==> src/rtl/ram_arb_pkg.sv <==
// Shared constants for the RAM read-port arbiter: requester IDs, default widths
// and the stall counter ceiling.
package ram_arb_pkg;

  localparam int unsigned DEF_DATA_W = 16;
  localparam int unsigned DEF_ADDR_W = 8;

  // Owner of the read issued on the previous clock.
  localparam logic [1:0] REQ_NONE  = 2'd0;
  localparam logic [1:0] REQ_FETCH = 2'd1;
  localparam logic [1:0] REQ_DATA  = 2'd2;

  localparam logic [15:0] STALL_MAX = 16'hFFFF;

  // Saturating increment for the stall counter.
  function automatic logic [15:0] stall_inc(input logic [15:0] cnt);
    return (cnt == STALL_MAX) ? cnt : cnt + 16'd1;
  endfunction

endpackage

==> src/rtl/ram_arb_pick.sv <==
// Two-input read-port picker. win = 0 selects req_a (fetch), 1 selects req_b (data).
// RAM_ARB_ROUND_ROBIN_EN: a conflict goes to the input that did not win last time
// (last = 1 means req_b won last). Otherwise req_b has fixed priority.
module ram_arb_pick (
  input  logic req_a,
  input  logic req_b,
  input  logic last,
  output logic win
);

`ifdef RAM_ARB_ROUND_ROBIN_EN
  // Round-robin: on conflict the previous loser wins; a lone requester always wins.
  always_comb begin
    win = 1'b0;
    if (req_a && req_b) begin
      win = ~last;
    end else begin
      win = req_b;
    end
  end
`else
  logic unused_last;
  assign unused_last = last;

  // Fixed priority: data side wins whenever it asks, including req_a && req_b.
  always_comb begin
    win = 1'b0;
    win = req_b;
  end
`endif

endmodule

==> src/rtl/ram_arbiter.sv <==
// Shares one RAM read port between fetch and load/store, forwards data writes to
// the write port and returns registered read data with a valid strobe to the
// requester that issued the read. Optional macro: RAM_ARB_ROUND_ROBIN_EN.
module ram_arbiter
  import ram_arb_pkg::*;
#(
  parameter int unsigned DATA_W = DEF_DATA_W,
  parameter int unsigned ADDR_W = DEF_ADDR_W
) (
  input  logic              clk,
  input  logic              reset,
  input  logic              if_req,
  input  logic [ADDR_W-1:0] if_addr,
  output logic              if_gnt,
  output logic              if_rvalid,
  output logic [DATA_W-1:0] if_rdata,
  input  logic              d_req,
  input  logic              d_we,
  input  logic [ADDR_W-1:0] d_addr,
  input  logic [DATA_W-1:0] d_wdata,
  output logic              d_gnt,
  output logic              d_rvalid,
  output logic [DATA_W-1:0] d_rdata,
  output logic [ADDR_W-1:0] ram_raddr,
  output logic [ADDR_W-1:0] ram_waddr,
  output logic              ram_mwrite,
  output logic [DATA_W-1:0] ram_wdata,
  input  logic [DATA_W-1:0] ram_rdata,
  output logic [15:0]       stall_cnt
);

  logic [1:0]  rd_owner_q, rd_owner_d;
  logic [15:0] stall_cnt_q, stall_cnt_d;
  logic        fetch_rd, data_rd, conflict, win, last;
  logic        grant_data_rd, refused;

  assign fetch_rd = if_req;
  assign data_rd  = d_req & ~d_we;
  assign conflict = fetch_rd & data_rd;

`ifdef RAM_ARB_ROUND_ROBIN_EN
  // 0 = fetch won the last conflict, 1 = data won it.
  logic last_winner_q, last_winner_d;

  // Remember the conflict winner; non-conflict cycles leave it alone.
  always_comb begin
    last_winner_d = last_winner_q;
    if (conflict) begin
      last_winner_d = win;
    end
  end

  // Last-winner register.
  always_ff @(posedge clk) begin
    if (reset) begin
      last_winner_q <= 1'b0;
    end else begin
      last_winner_q <= last_winner_d;
    end
  end

  assign last = last_winner_q;
`else
  assign last = 1'b0;
`endif

  ram_arb_pick u_pick (
    .req_a (fetch_rd),
    .req_b (data_rd),
    .last  (last),
    .win   (win)
  );

  assign grant_data_rd = data_rd & win;

  // Grants, RAM port drive and refusal detection; everything is blocked in reset.
  always_comb begin
    if_gnt     = ~reset & fetch_rd & ~grant_data_rd;
    d_gnt      = ~reset & d_req & (d_we | win);
    ram_mwrite = ~reset & d_req & d_we;
    ram_waddr  = d_addr;
    ram_wdata  = d_wdata;
    ram_raddr  = grant_data_rd ? d_addr : if_addr;
    refused    = (if_req & ~if_gnt) | (d_req & ~d_gnt);
  end

  // Next read owner and stall count.
  always_comb begin
    rd_owner_d = REQ_NONE;
    if (if_gnt) begin
      rd_owner_d = REQ_FETCH;
    end else if (d_gnt && !d_we) begin
      rd_owner_d = REQ_DATA;
    end
    stall_cnt_d = refused ? stall_inc(stall_cnt_q) : stall_cnt_q;
  end

  // Read-owner and stall-counter registers.
  always_ff @(posedge clk) begin
    if (reset) begin
      rd_owner_q  <= REQ_NONE;
      stall_cnt_q <= '0;
    end else begin
      rd_owner_q  <= rd_owner_d;
      stall_cnt_q <= stall_cnt_d;
    end
  end

  // Read data goes to both sides; the owner's valid (masked in reset) qualifies it.
  always_comb begin
    if_rvalid = ~reset & (rd_owner_q == REQ_FETCH);
    d_rvalid  = ~reset & (rd_owner_q == REQ_DATA);
    if_rdata  = ram_rdata;
    d_rdata   = ram_rdata;
    stall_cnt = stall_cnt_q;
  end

endmodule

==> config.mk <==
export PLATFORM = sky130hd
export DESIGN_NAME = ram_arbiter
export DESIGN_NICKNAME = d
export VERILOG_FILES = /design/src/rtl/ram_arb_pkg.sv /design/src/rtl/ram_arb_pick.sv /design/src/rtl/ram_arbiter.sv
export SDC_FILE = /design/constraint.sdc
export NUM_CORES = 1
export LEC_CHECK = 0
export BUFFER_PORTS_ARGS = -buffer_cell sky130_fd_sc_hd__buf_2
export CORE_MARGIN = 3
export CORE_UTILIZATION = 38
export CTS_BUF_LIST = sky130_fd_sc_hd__clkbuf_4
export CTS_CLUSTER_SIZE = 12
export DETAILED_ROUTE_END_ITERATION = 16
export PLACE_DENSITY = 0.79
export SLEW_MARGIN = 10
export SYNTH_ARGS = -nofsm -noshare
export SYNTH_HDL_FRONTEND = slang
export SYNTH_SLANG_ARGS = --single-unit
==> constraint.sdc <==
create_clock -name clk -period 1.7 [get_ports clk]
set_input_delay 0.255 -clock clk [delete_from_list [all_inputs] [get_ports clk]]
set_output_delay 0.255 -clock clk [all_outputs]
set_load 0.005 [all_outputs]
==> results of run 1 <==
## state kept, by name (all words and copies together), names as in the netlist
signal and count:
rd_owner_q 2, stall_cnt 16
## kinds of logic after synthesis
kind of cell             count (synthesis)
AND/OR/NAND/NOR                         47
flip-flops                              18
AO/OA/AOI/OAI                           36
adder cells (fa/ha/maj)                  1
buffers and inverters                   62
multiplexers                             8
## worst max-delay path, stage by stage (launching register included)
cell     delay (ns)
dfxtp_1        0.49
and4_1         0.29
nand3_1        0.12
or4b_1         0.47
o211a_1        0.14
## layer usage
metal,vias to the layer above,share of wire [%]
li1,604,-
met5,-,0
met3,6,9.1
met1,570,42
met2,44,48
met4,0,1.3
## repair_timing
action / 4_1_cts / 5_1_grt
endpoints found under the hold margin: 0 / 0
pin swaps: 0 / 2
gates resized for setup: 1 / 7
setup endpoints to repair: 1 / 6
## power groups by stage
| stage | Combinational, uW | Sequential [uW] | Clock [uW] |
|---|---|---|---|
| after floorplan | 160 | 443 | 0 |
| after global placement | 133 | 441 | 0 |
| after detailed placement | 135 | 441 | 0 |
| after CTS | 136 | 431 | 231 |
| after global routing | 151 | 434 | 245 |
| final | 135 | 432 | 223 |
## final timing paths
kind | from | end | slack [ns]
min reg2reg | stall_cnt[5] | stall_cnt[5] | 0.54
min | reset | rd_owner_q[1] | 0.23
max reg2reg | stall_cnt[8] | stall_cnt[15] | 0.09
max | stall_cnt[8] | stall_cnt[15] | 0.09
## layout by cell type (no fill, tap or decap), types with 2 or more instances in the layout
cell,instances
dfxtp_2,3
or4_1,8
o41ai_1,2
or2_1,2
nand4_1,2
nor3b_1,2
buf_4,11
a21oi_2,2
o31ai_1,7
inv_1,2
a21oi_1,10
clkbuf_4,3
mux2_1,8
buf_2,57
nand3_1,4
nor2_1,3
nand3b_1,2
dfxtp_1,15
o311ai_1,2
and3_1,4
o21ai_1,5
nand2_1,5
## area by class of cell
class	instances	area, um2	area share (%)
Timing Repair Buffer	68	367.9	24.12
Multi-Input combinational cell	92	699.4	45.86
Clock buffer	3	22.52	1.477
Sequential cell	18	364.1	23.87
Inverter	2	7.507	0.4922
Tap cell	48	60.06	3.938
Clock inverter	1	3.754	0.2461
## stage by stage
stage | std cells | power (uW) | setup WS (ns)
final | 232 | 790.4 | 0.09500
after CTS | 232 | 798.0 | 0.02622
after global placement | 228 | 574.0 | 0.07012
after global routing | 232 | 829.5 | 0.008164
after detailed placement | 228 | 576.1 | 0.02382
after floorplan | 172 | 603.4 | 0.1054
==> reports/metrics.cfg, run 1 <==
[min_path]
holdPathStages = 2
min_path_type = in2reg

[floorplan]
floorplan.core_area_um2 = 3716
die_w_um = 68.76
dieArea_um2 = 4727
die-height_um = 68.76
io_pins = 138
row_count = 22
start_util_pct = 40.27

[critical_path]
reg2reg_depth = 4
end_kind = flip-flop
crit_required_ns = 1.90
path_class = reg2reg
worst-path-max-fanout = 8
cp-start-kind = flip-flop
worstPathArrival_ns = 1.81

[sta]
period_share_pct = 94.41
finalSetupTns_ns = 0
skew_ns = 0.003978
fmax_mhz = 623.1
whs_ns = 0.2344
tightest_slew_ns = 0.4655
hold_violations = 0
finalSetupViolCount = 0
min_period_ns = 1.605
slew_violations = 0
rsz0062_at_grt = false
relSlewSlack_pct = 68.97

[route]
postRouteWirelength_um = 3290
dr.pass1.iters = 4
drt_iter0_drc = 71
routed_via_density = 5.276
vias = 1224
remaining_drc_errors = 0
wl_per_cell_um = 14.18
ant_nets = 0

[yosys]
yosysUniqueCellTypes = 44
async_reset_ff_share_pct = 0
synth_top_area_share_pct = 28.09
synthAdderAreaFrac_pct = 0.8361
synthXorXnorAreaFrac_pct = 0
seq_area_frac_synth_pct = 24.08
synth_compound_area_share_pct = 16.97
syn_area_per_cell_um2 = 8.700
synth_flop_cell = dfxtp_1
syn_nets = 226
synthTopCellsByArea = buf_4 (28%), dfxtp_1 (24%), mux2_1 (6.0%)
syn_inst = 172
synth_mux_area_share_pct = 6.020
synth_top_family_by_area = buffers and inverters
synthSimpleGateAreaFrac_pct = 21.99
synth_edf_count = 0
synth.ff_latch_count = 18
synth_most_common_cell = buf_4
yosysTopAreaCell = buf_4
synth_area_um2 = 1496
netlist_top_cells_count = buf_4 (56), dfxtp_1 (18), a21oi_1 (11)
yosys_warnings = 0

[placement]
place_congestion = 0.7520
place_area_um2 = 1481
place.detailed.hpwl_um = 2632
port_buffers = 57

[cts]
path_clk_slew_ns = 0.10
cts_tree = built
h-tree-depth = 1
root_buffer = clkbuf_4
cts_buffers = 3
post_cts_buffers = 0
cts_hold_buf = 0
clock_sinks = 18
clkLatencyLatePin_ns = 0.30
cts_buffer_depth = 2

[global_route]
grt_use_met1_pct = 17.24
gr-max-usage-layer = met2
grt_max_degree = 12
globalRouteMet3Util_pct = 5.024
grt_pass1_wl_um = 5147
grtUsageTotal_pct = 14.22
antenna_found_initial = 0
grt_pass1_vias = 1089
grt_util_met2_pct = 22.53
grt-ovfl-total = 0

[power_and_ir_drop]
p_sw_uw = 206.5
p_clk_share_pct = 28.2
p_comb_share_pct = 17.1
p_int_uw = 583.9
peakVddDrop_mv = 0.3313
p_leak_uw = 0.0006843
powerDensity_nw_per_um2 = 518.2
p_seq_share_pct = 54.7
p_sw_share_pct = 26.12

[cells_and_area]
utilization_pct = 41.04
syn2layout_area_growth_pct = 1.923
final_area_um2 = 1525
drive_above_1_share_pct = 45.65
layout.nets = 239
antenna-diode-count = 0
fillCellCount = 384

[flow_run]
drv_cap = 0

[status]
status = finished clean

(Power assumes the default switching activity.)
==> run 2, diff against run 1 <==
CORE_ASPECT_RATIO = 0.8   (was default)
==> run 2 against run 1 <==
Effect of this change: register-to-register slack worse by 0.02 ns; sequential power about the same; core utilization increased by 0.20 points; total power decreased by 0.91%; global-route usage shrank 1.1 points.
==> reports/metrics.cfg, run 2 (synthesized netlist as in run 1, its figures left out) <==
[cts]
post_cts_buffers = 0
path_clk_slew_ns = 0.11
cts_tree = built
cts_hold_buf = 0
h-tree-depth = 1
cts_buffers = 3
root_buffer = clkbuf_4
ctsResizeCount = 0
cts_buffer_depth = 2
clkLatencyLatePin_ns = 0.30
clock_sinks = 18

[critical_path]
r2r-end = stall_cnt[15]
critical-path-top-delay-family = simple AND/OR/NAND/NOR gates
timing.rr.start = stall_cnt[0]
crit_required_ns = 1.90
rrSetupSlack_ns = 0.08
max_stage_delay_ns = 0.51
worst-path-max-fanout = 8
end_kind = flip-flop
crit_buf_inv = 1
crit_end = stall_cnt[15]
path_class = reg2reg
cp-start-kind = flip-flop
startpoint = stall_cnt[0]
cp_slowest_cell = or4b_1
reg2reg_depth = 6
path_cells = ha_1 > nand3_2 > nor4_4 > buf_4 > or4b_1 > o211a_1
worstPathArrival_ns = 1.83
crit_cells = 6

[power_and_ir_drop]
peakVddDrop_mv = 0.2104
p_leak_uw = 0.0006633
powerDensity_nw_per_um2 = 525.5

[route]
vias = 1215
routed_via_density = 5.237
drt_iter0_drc = 48
dr.pass1.iters = 4
remaining_drc_errors = 0
ant_nets = 0
wl_per_cell_um = 14.06
postRouteWirelength_um = 3261

[global_route]
grt_max_degree = 15
grt_pass1_vias = 1054
grt-ovfl-total = 0
antenna_found_initial = 0
grtUsageTotal_pct = 13.10
grt_pass1_wl_um = 5099

[cells_and_area]
layout.nets = 235
stdcell_count = 232
layout_commonest_cell = buf_2
largest_register_ffs = 16
antenna-diode-count = 0
drive_above_1_share_pct = 42.22
syn2layout_area_growth_pct = -0.4180
layout_common_cells = buf_2 (57), dfxtp_1 (18), a21oi_1 (11)

[floorplan]
die_w_um = 76.16
floorplan.core_area_um2 = 3613
start_util_pct = 41.41
dieArea_um2 = 4732
row_count = 19
die-height_um = 62.13
io_pins = 138

[flow_run]
drv_cap = 0

[sta]
period_share_pct = 95.47
slew_violations = 0
tightest_slew_ns = 0.4756
fmax_mhz = 616.1
rsz0062_at_grt = false
finalSetupViolCount = 0
relSlewSlack_pct = 68.29
layout_setup_ws_ns = 0.07700
skew_ns = 0.007955
finalSetupTns_ns = 0
min_period_ns = 1.623
hold_violations = 0

[min_path]
min_path_type = in2reg

[placement]
dp.cells = 228
place.detailed.hpwl_um = 2558
place_congestion = 0.7740
port_buffers = 57
dpl_worst_slack_ns = 0.03007

[status]
status = finished clean

## run 2: worst min-delay path by stage
stage / slack (ns) / cells after the start / to / startpoint
floorplan: 0.41 / 1 / rd_owner_q[0] / if_req
global placement: 0.49 / 2 / stall_cnt[3] / stall_cnt[3]
detailed placement: 0.51 / 0 / ram_wdata[13] / d_wdata[13]
CTS: 0.21 / 2 / rd_owner_q[1] / reset
global route: 0.23 / 2 / rd_owner_q[1] / reset
finish: 0.22 / 2 / rd_owner_q[1] / reset
## run 2: cell type report
class                   count  area [um2]
fillers                   398        2123
well taps                  52       65.06
clock inverters             1       3.754
multi-input cells          92       693.2
inverters                   2       7.507
repair buffers             64       337.8
flip-flops and latches     18       360.3
clock buffers               3       22.52
## run 2: metal layers
metal	track usage, %	up-vias	wire, um	share of wire [%]
li1	-	596	-	-
met1	17.47	567	1581	48
met2	19.47	46	1389	43
met5	0	-	0	0
met3	5.925	6	270	8.3
met4	2.715	0	20	0.61
## run 2: power breakdown
part	total, uW	internal [uW]	switching [uW]
combinational	132	67.4	64.5
sequential	431	428	3.53
clock	220	85.5	134
total	783	581	202
## run 2: per-stage QoR
stage / instance area [um2] / utilization, % / power [uW] / hold slack [ns]
floorplan: 1496 / - / 603.4 / 0.4075
global placement: 1456 / 40.30 / 571.1 / 0.4931
detailed placement: 1456 / 40.30 / 573.8 / 0.5100
CTS: 1483 / 41.03 / 796.1 / 0.2122
global route: 1490 / 41.24 / 833.6 / 0.2291
finish: 1490 / 41.24 / 783.2 / 0.2169
==> run 3, diff against run 2 <==
SETUP_SLACK_MARGIN = 0.5   (was default)
==> run 3 against run 2 <==
Effect of this change: die area unchanged; via count increased by 9.1%; worst setup slack improved by 0.067 ns; final cell count increased by 8.6%; largest power group unchanged; final area increased by 34%; first-iteration DRC count increased by 10%; non-clock buffer count increased by 20; core utilization increased by 14 points; clock power about the same.
==> reports/metrics.cfg, run 3 (synthesized netlist as in run 1, its figures left out) <==
[route]
postRouteWirelength_um = 3890
dr.pass1.iters = 4
remaining_drc_errors = 0
drt_iter0_drc = 53
ant_nets = 0
routed_via_density = 5.262
vias = 1326
wl_per_cell_um = 15.44

[cts]
cts_buffers = 3
cts_hold_buf = 0
cts_buffer_depth = 2
cts_tree = built
path_clk_slew_ns = 0.11
clock_sinks = 18
root_buffer = clkbuf_4
clkLatencyLatePin_ns = 0.30
h-tree-depth = 1

[sta]
hold_violations = 0
tightest_slew_ns = 0.4608
relSlewSlack_pct = 69.24
slew_violations = 0
rsz0062_at_grt = true
finalSetupViolCount = 0
fmax_mhz = 642.7
min_period_ns = 1.556
period_share_pct = 91.53
skew_ns = 0.007279
finalSetupTns_ns = 0

[global_route]
grt_pass1_wl_um = 6451
grt_pass1_vias = 1320
grt-ovfl-total = 0
antenna_found_initial = 0
grt_max_degree = 19
grtUsageTotal_pct = 16.27

[status]
status = finished clean

[cells_and_area]
syn2layout_area_growth_pct = 33.45
layout_common_cells = buf_2 (46), buf_6 (22), buf_4 (15), dfxtp_4 (15)
layout_commonest_cell = buf_2
drive_above_1_share_pct = 71.00
antenna-diode-count = 0
largest_register_ffs = 16
layout.nets = 255

[placement]
place.detailed.hpwl_um = 2457
port_buffers = 57
place_congestion = 0.7846

[floorplan]
die-height_um = 62.13
dieArea_um2 = 4732
die_w_um = 76.16
row_count = 19
start_util_pct = 41.41
io_pins = 138
floorplan.core_area_um2 = 3613

[power_and_ir_drop]
powerDensity_nw_per_um2 = 413.9
peakVddDrop_mv = 0.2394
p_leak_uw = 0.0008961
total_power_uw = 826.5

[min_path]
min_path_type = in2reg

[critical_path]
worstPathArrival_ns = 1.79
end_kind = flip-flop
cp-start-kind = flip-flop
crit_required_ns = 1.94
path_class = reg2reg
worst-path-max-fanout = 7

[flow_run]
drv_cap = 0

## run 3: through the flow
stage          utilization (%)  hold slack, ns  area (um2)  instances  worst slack [ns]
6_report                 55.26          0.2867        1997        252            0.1440
5_1_grt                  55.26          0.2785        1997        252           0.07502
4_1_cts                  51.39          0.2744        1857        250            0.1451
3_5_place_dp             41.86          0.4936        1513        225            0.1260
3_3_place_gp             41.86          0.4917        1513        225            0.1672
2_1_floorplan                -          0.4075        1577        172            0.2963
## run 3: metal layers
metal,up-vias,track usage [%],part of all wire [%]
li1,631,-,-
met4,0,1.584,1.1
met1,642,20.32,42
met2,44,27.99,50
met5,-,0,0
met3,9,5.780,6.2
## run 3: final timing paths
kind	endpoint	depth (start not counted)	slack [ns]	start
worst max register to register	stall_cnt[11]	6	0.14	stall_cnt[0]
worst min-delay path	rd_owner_q[0]	2	0.29	if_req
worst min register to register	stall_cnt[6]	2	0.51	stall_cnt[6]
worst max-delay path	stall_cnt[11]	6	0.14	stall_cnt[0]
## run 3: power by group
group          switching [uW]  leakage (uW)  internal (uW)
clock                     138     0.0000154           85.5
combinational            77.1      0.000722            109
sequential               9.42      0.000159            408
## run 3: layout make-up
cell class / count / area (um2)
sequential: 18 / 420.4
timing repair buffer: 84 / 610.6
multi-input combinational: 92 / 864.6
tap: 52 / 65.06
clock inverter: 1 / 3.754
inverter: 2 / 10.01
clock buffer: 3 / 22.52
fill: 359 / 1617
## run 3: critical path, cell delays in order (launching register included)
cell and delay (ns):
dfxtp_4 0.38, ha_4 0.17, nand3_4 0.08, nor4_4 0.04, buf_4 0.16, or4_4 0.51
a21oi_2 0.15
## run 3: what timing repair did
item	in CTS	in global routing
endpoints found under the setup margin	27	33
pin swaps	22	11
cloned	1	0
setup buffers	20	2
resized for setup	41	28
